**src/rtl/hex_display_scan.sv**
```systemverilog
// Multi-digit hex 7-segment driver: parallel outputs for every digit
// plus one time-multiplexed scanned digit, with leading-zero blanking and blink.
module hex_display_scan #(
  parameter int NDIG         = 4,
  parameter int SCAN_DIV     = 1000,
  parameter int BLINK_FRAMES = 64
) (
  input  logic                Clock,
  input  logic                Resetn,
  input  logic                Load,
  input  logic [4*NDIG-1:0]   Value,
  input  logic                Blank_lz,
  input  logic [NDIG-1:0]     Blink_en,
  output logic [0:6]          Seg,
  output logic [NDIG-1:0]     Dig_sel,
  output logic [7*NDIG-1:0]   Hex_all
);

  localparam int PW = (SCAN_DIV > 1) ? $clog2(SCAN_DIV) : 1;
  localparam int IW = (NDIG > 1) ? $clog2(NDIG) : 1;
  localparam int FW = (BLINK_FRAMES > 1) ? $clog2(BLINK_FRAMES) : 1;

  function automatic logic [0:6] seg_code(input logic [3:0] n);
    logic [0:6] c;
    case (n)
      4'h0:    c = 7'b0000001;
      4'h1:    c = 7'b1001111;
      4'h2:    c = 7'b0010010;
      4'h3:    c = 7'b0000110;
      4'h4:    c = 7'b1001100;
      4'h5:    c = 7'b0100100;
      4'h6:    c = 7'b0100000;
      4'h7:    c = 7'b0001101;
      4'h8:    c = 7'b0000000;
      4'h9:    c = 7'b0000100;
      4'hA:    c = 7'b0001000;
      4'hB:    c = 7'b1100000;
      4'hC:    c = 7'b0110001;
      4'hD:    c = 7'b1000010;
      4'hE:    c = 7'b0110000;
      default: c = 7'b0111000;
    endcase
    return c;
  endfunction

  logic [4*NDIG-1:0] value_q;
  logic [PW-1:0]     pre;
  logic [IW-1:0]     idx;
  logic [FW-1:0]     frame;
  logic              phase;

  logic              scan_tc;
  logic              idx_last;
  logic              frame_last;
  logic [NDIG-1:0]   blank;
  logic [3:0]        cur_nib;
  logic              cur_blank;
  logic [NDIG-1:0]   sel_nxt;
  logic [7*NDIG-1:0] hex_nxt;

  assign scan_tc    = (pre == PW'(SCAN_DIV - 1));
  assign idx_last   = (idx == IW'(NDIG - 1));
  assign frame_last = (frame == FW'(BLINK_FRAMES - 1));

  // Digit i is a leading zero when it and every higher nibble are zero
  always_comb begin
    blank = '0;
    for (int i = 0; i < NDIG; i++) begin
      blank[i] = phase & Blink_en[i];
      if (i > 0 && Blank_lz && ((value_q >> (4 * i)) == '0))
        blank[i] = 1'b1;
    end
  end

  always_comb begin
    cur_nib   = '0;
    cur_blank = 1'b0;
    sel_nxt   = '1;
    for (int i = 0; i < NDIG; i++) begin
      if (idx == IW'(i)) begin
        cur_nib    = value_q[4*i +: 4];
        cur_blank  = blank[i];
        sel_nxt[i] = 1'b0;
      end
    end
  end

  always_comb begin
    hex_nxt = '1;
    for (int i = 0; i < NDIG; i++) begin
      logic [0:6] c;
      c = '1;
      if (!blank[i])
        c = seg_code(value_q[4*i +: 4]);
      for (int k = 0; k < 7; k++)
        hex_nxt[7*i+k] = c[k];
    end
  end

  always_ff @(posedge Clock or negedge Resetn) begin
    if (!Resetn) begin
      value_q <= '0;
    end else if (Load) begin
      value_q <= Value;
    end
  end

  always_ff @(posedge Clock or negedge Resetn) begin
    if (!Resetn) begin
      pre   <= '0;
      idx   <= '0;
      frame <= '0;
      phase <= 1'b0;
    end else begin
      pre <= scan_tc ? '0 : pre + 1'b1;
      if (scan_tc) begin
        idx <= idx_last ? '0 : idx + 1'b1;
        if (idx_last) begin
          frame <= frame_last ? '0 : frame + 1'b1;
          if (frame_last)
            phase <= ~phase;
        end
      end
    end
  end

  always_ff @(posedge Clock or negedge Resetn) begin
    if (!Resetn) begin
      Seg     <= '1;
      Dig_sel <= '1;
      Hex_all <= '1;
    end else begin
      Seg     <= cur_blank ? 7'b1111111 : seg_code(cur_nib);
      Dig_sel <= sel_nxt;
      Hex_all <= hex_nxt;
    end
  end

endmodule
```
**config.mk**
```make
export PLATFORM = sky130hd
export DESIGN_NAME = hex_display_scan
export DESIGN_NICKNAME = d
export VERILOG_FILES = /design/src/rtl/hex_display_scan.sv
export SDC_FILE = /design/constraint.sdc
export NUM_CORES = 1
export LEC_CHECK = 0
export ABC_CLOCK_PERIOD_IN_PS = 3800
export CAP_MARGIN = 20
export CORE_AREA = 2 2 120 122
export CTS_BUF_LIST = sky130_fd_sc_hd__clkbuf_8 sky130_fd_sc_hd__clkbuf_16
export DETAILED_ROUTE_END_ITERATION = 6
export DIE_AREA = 0 0 122 124
export PLACE_DENSITY_LB_ADDON = 0.12
export SLEW_MARGIN = 10
export SYNTH_ARGS = -nofsm -noshare
export SYNTH_HDL_FRONTEND = slang
export SYNTH_SLANG_ARGS = --single-unit
export TNS_END_PERCENT = 100
```
**constraint.sdc**
```tcl
create_clock -name Clock -period 3.8 [get_ports Clock]
set_input_delay 0.76 -clock Clock [delete_from_list [all_inputs] [get_ports Clock]]
set_output_delay 0.76 -clock Clock [all_outputs]
set_load 0.01 [all_outputs]
```
==> impl_metrics.json <==
{
  "grt_max_degree": 45,
  "drv_slew": 0,
  "clkSlewWorstSetupHoldPaths_ps": 60,
  "ant_nets": 0,
  "crit_path_max_incr_delay_ps": 520,
  "clockBufferDepth": 2,
  "seq_power_share_pct": 45.3,
  "netlist_instances": 398,
  "start_util_pct": 29.9,
  "track_usage_pct": 12.9,
  "min_period_ps": 2450,
  "synth_top_family_by_area": "compound AO/OA/AOI/OAI gates",
  "post_cts_buffers": 0,
  "ctsHoldBuffers": 0,
  "dp_cells": 622,
  "ir_worst_vdd_v": 0.000147,
  "dr.first_iter.drc_count": 141,
  "wirelength_mm": 9.04,
  "grt_antenna_before_repair": 0,
  "ys_warn_count": 0,
  "synth_seq_cells": 74,
  "clock-skew-final_ps": 5.69,
  "status": "finished, final reports clean",
  "synth-edff-count": 0,
  "port_buffers": 62,
  "yosys.area_share.simple_pct": 15.8,
  "grt_pass1_wl_mm": 15.0,
  "wl_per_cell_microns": 14.2,
  "yosysUniqueCellTypes": 54,
  "critPathKind": "flop to flop",
  "arrival_ps": 2740,
  "hold_class": "input pin to asynchronous set/reset pin",
  "synth.mux.area_fraction_pct": 3.45,
  "tns_ps": 0,
  "die_w_microns": 122,
  "switching_share_pct": 26.5,
  "nFillCells": 1364,
  "rsz0062_at_grt": "false",
  "cts.sinks": 74,
  "drv_cap": 0,
  "path_max_fanout": 18,
  "power_uw": 2140,
  "synthXorXnorAreaFrac_pct": 1.92,
  "cp_cell_sequence": "ha_1 -> a211oi_1 -> a221oi_1 -> inv_1 -> ha_1 -> nand2_1 -> a32o_1 -> nand2_1",
  "num-nets-final": 511,
  "worstMarginPinSlew_ps": 999,
  "async_reset_ff_share_pct": 100,
  "hold_viol_final": 0,
  "die_h_microns": 124,
  "pwr-share-clk_pct": 35.5,
  "synth_area_sq_mm": 0.00410,
  "synth-main-ff-cell": "dfstp_2",
  "gp_congestion": 0.756,
  "finalSetupViolCount": 0,
  "max-slew-margin-rel_pct": 33.2,
  "fin_crit_sh_pct": 64.5,
  "yosys.area_share.adder_pct": 10.4,
  "num_antenna_cells": 0,
  "cp_data_required_time_ps": 4090,
  "fp-row-count": 43,
  "maxClockFrequency_mhz": 408,
  "end_kind": "flop",
  "cts_made_buffers": 9,
  "grt_pass1_vias": 2970,
  "grt.overflow.total": 0,
  "firstDrtPassIters": 4,
  "drive_above_1_share_pct": 17.0,
  "synth_compound_area_share_pct": 17.5,
  "start_kind": "flop",
  "htree_levels": 3,
  "vias": 3010,
  "ios": 63,
  "cts_tree": "yes",
  "syn-num-nets": 456,
  "coreArea_sq_mm": 0.0137,
  "dp_hpwl_mm": 6.60,
  "drc_errors": 0,
  "avgSynthCellArea_sq_um": 10.3,
  "avgViaCountPerCell": 4.72,
  "p_int_uw": 1570,
  "p_sw_uw": 568,
  "clk-insertion-delay-late_ps": 340,
  "cp_slowest_cell": "ha_1",
  "cts_resized": 0,
  "syn_to_final_growth_pct": 25.3,
  "finalNonFillerCells": 638,
  "comb_power_share_pct": 19.2,
  "ys_seq_area_share_pct": 46.4,
  "clock-root-buffer": "clkbuf_16",
  "final_core_util_pct": 37.4,
  "cellLeakagePower_uw": 0.00212,
  "power_density_mw_per_mm2": 417,
  "die-area_sq_mm": 0.0151
}
==> through the flow <==
step | instance area, sq um | hold WS [ps] | worst slack [ps]
2_1_floorplan | 4100 | 446 | 1610
3_3_place_gp | 4870 | 476 | 1180
3_5_place_dp | 4870 | 474 | 1130
4_1_cts | 5130 | 457 | 1360
5_1_grt | 5130 | 496 | 1080
6_report | 5130 | 448 | 1350
==> power by group through the flow <==
stage	logic [uW]	registers (uW)	clock network [uW]
6_report	411	971	760
5_1_grt	456	985	823
4_1_cts	419	974	795
3_5_place_dp	416	986	0
3_3_place_gp	418	986	0
2_1_floorplan	214	980	0
==> layer usage <==
metal | vias to the layer above | GRT usage, % | part of all wire (%) | wire (microns)
met1 | 1418 | 16.8 | 48 | 4360
met5 | - | 0 | 0 | 0
met2 | 67 | 19.8 | 44 | 3990
met4 | 0 | 7.40 | 2.9 | 262
met3 | 13 | 2.84 | 4.6 | 416
li1 | 1512 | - | - | -
==> state kept, by name, summed over array words and instances (netlist names) <==
signal and cells:
Seg 7, pre 10, idx 2, frame 6, Dig_sel 4, phase 1
value_q 16, Hex_all 28
==> worst paths after layout <==
check | start | slack [ps] | end | cells past startpoint
setup reg to reg | idx[0]$_DFFE_PN0N_ | 1350 | Seg[3]$_DFF_PN1_ | 8
hold / removal | Resetn | 450 | pre[8]$_DFF_PN0_ | 2
min in group Clock | pre[8]$_DFF_PN0_ | 480 | pre[8]$_DFF_PN0_ | 1
max in group asynchronous | Resetn | 2880 | Dig_sel[3]$_DFF_PN1_ | 2
setup / recovery | idx[0]$_DFFE_PN0N_ | 1350 | Seg[3]$_DFF_PN1_ | 8
hold reg to reg | pre[8]$_DFF_PN0_ | 480 | pre[8]$_DFF_PN0_ | 1
==> cells in the mapped netlist, drive strengths merged, types with 6 or more instances <==
master | instances | area, sq um
o21ai | 25 | 129
buf | 8 | 48.8
nand2b | 9 | 56.3
dfrtp | 35 | 876
nand3 | 17 | 85.1
o211ai | 29 | 238
ha | 34 | 425
inv | 23 | 86.3
mux2 | 7 | 78.8
nor2 | 17 | 63.8
nor2b | 7 | 43.8
nand3b | 7 | 52.6
a21oi | 12 | 60.1
dfstp | 39 | 1020
xnor2 | 6 | 52.6
nand2 | 54 | 203
clkbuf | 14 | 52.6
==> cell families after synthesis <==
logic type,Yosys count
AOI/OAI and AO/OA,95
xor gates and xnor gates,9
adders and majority gates,34
buffers and inverters,45
DFF,74
muxes,12
and+or+nand+nor,129
==> cell type report <==
type / count / area, sq um / share of cell area [%]
inverter: 23 / 86.3 / 1.68
multi-input combinational: 279 / 2010 / 39.1
clock inverter: 6 / 26.3 / 0.512
timing repair buffer: 66 / 646 / 12.6
sequential: 74 / 1900 / 37.0
clock buffer: 10 / 239 / 4.66
tap: 180 / 225 / 4.39
==> layout by cell type, fill, tap and decap left out, types with 17 or more instances in the layout <==
cell	count
clkdlybuf4s50_1	61
dfrtp_1	35
dfstp_2	39
ha_1	34
inv_1	26
nand2_1	54
nand3_1	17
nor2_1	17
o211ai_1	25
o21ai_0	23
==> critical path, delay by kind of cell, from the launching register on <==
family / cells / cell delay, ps
flops: 1 / 370
compound gates: 3 / 870
simple gates: 2 / 110
fa+ha+maj: 2 / 840
buf+inv: 1 / 190
No activity file was read; power rests on OpenSTA's default activity.
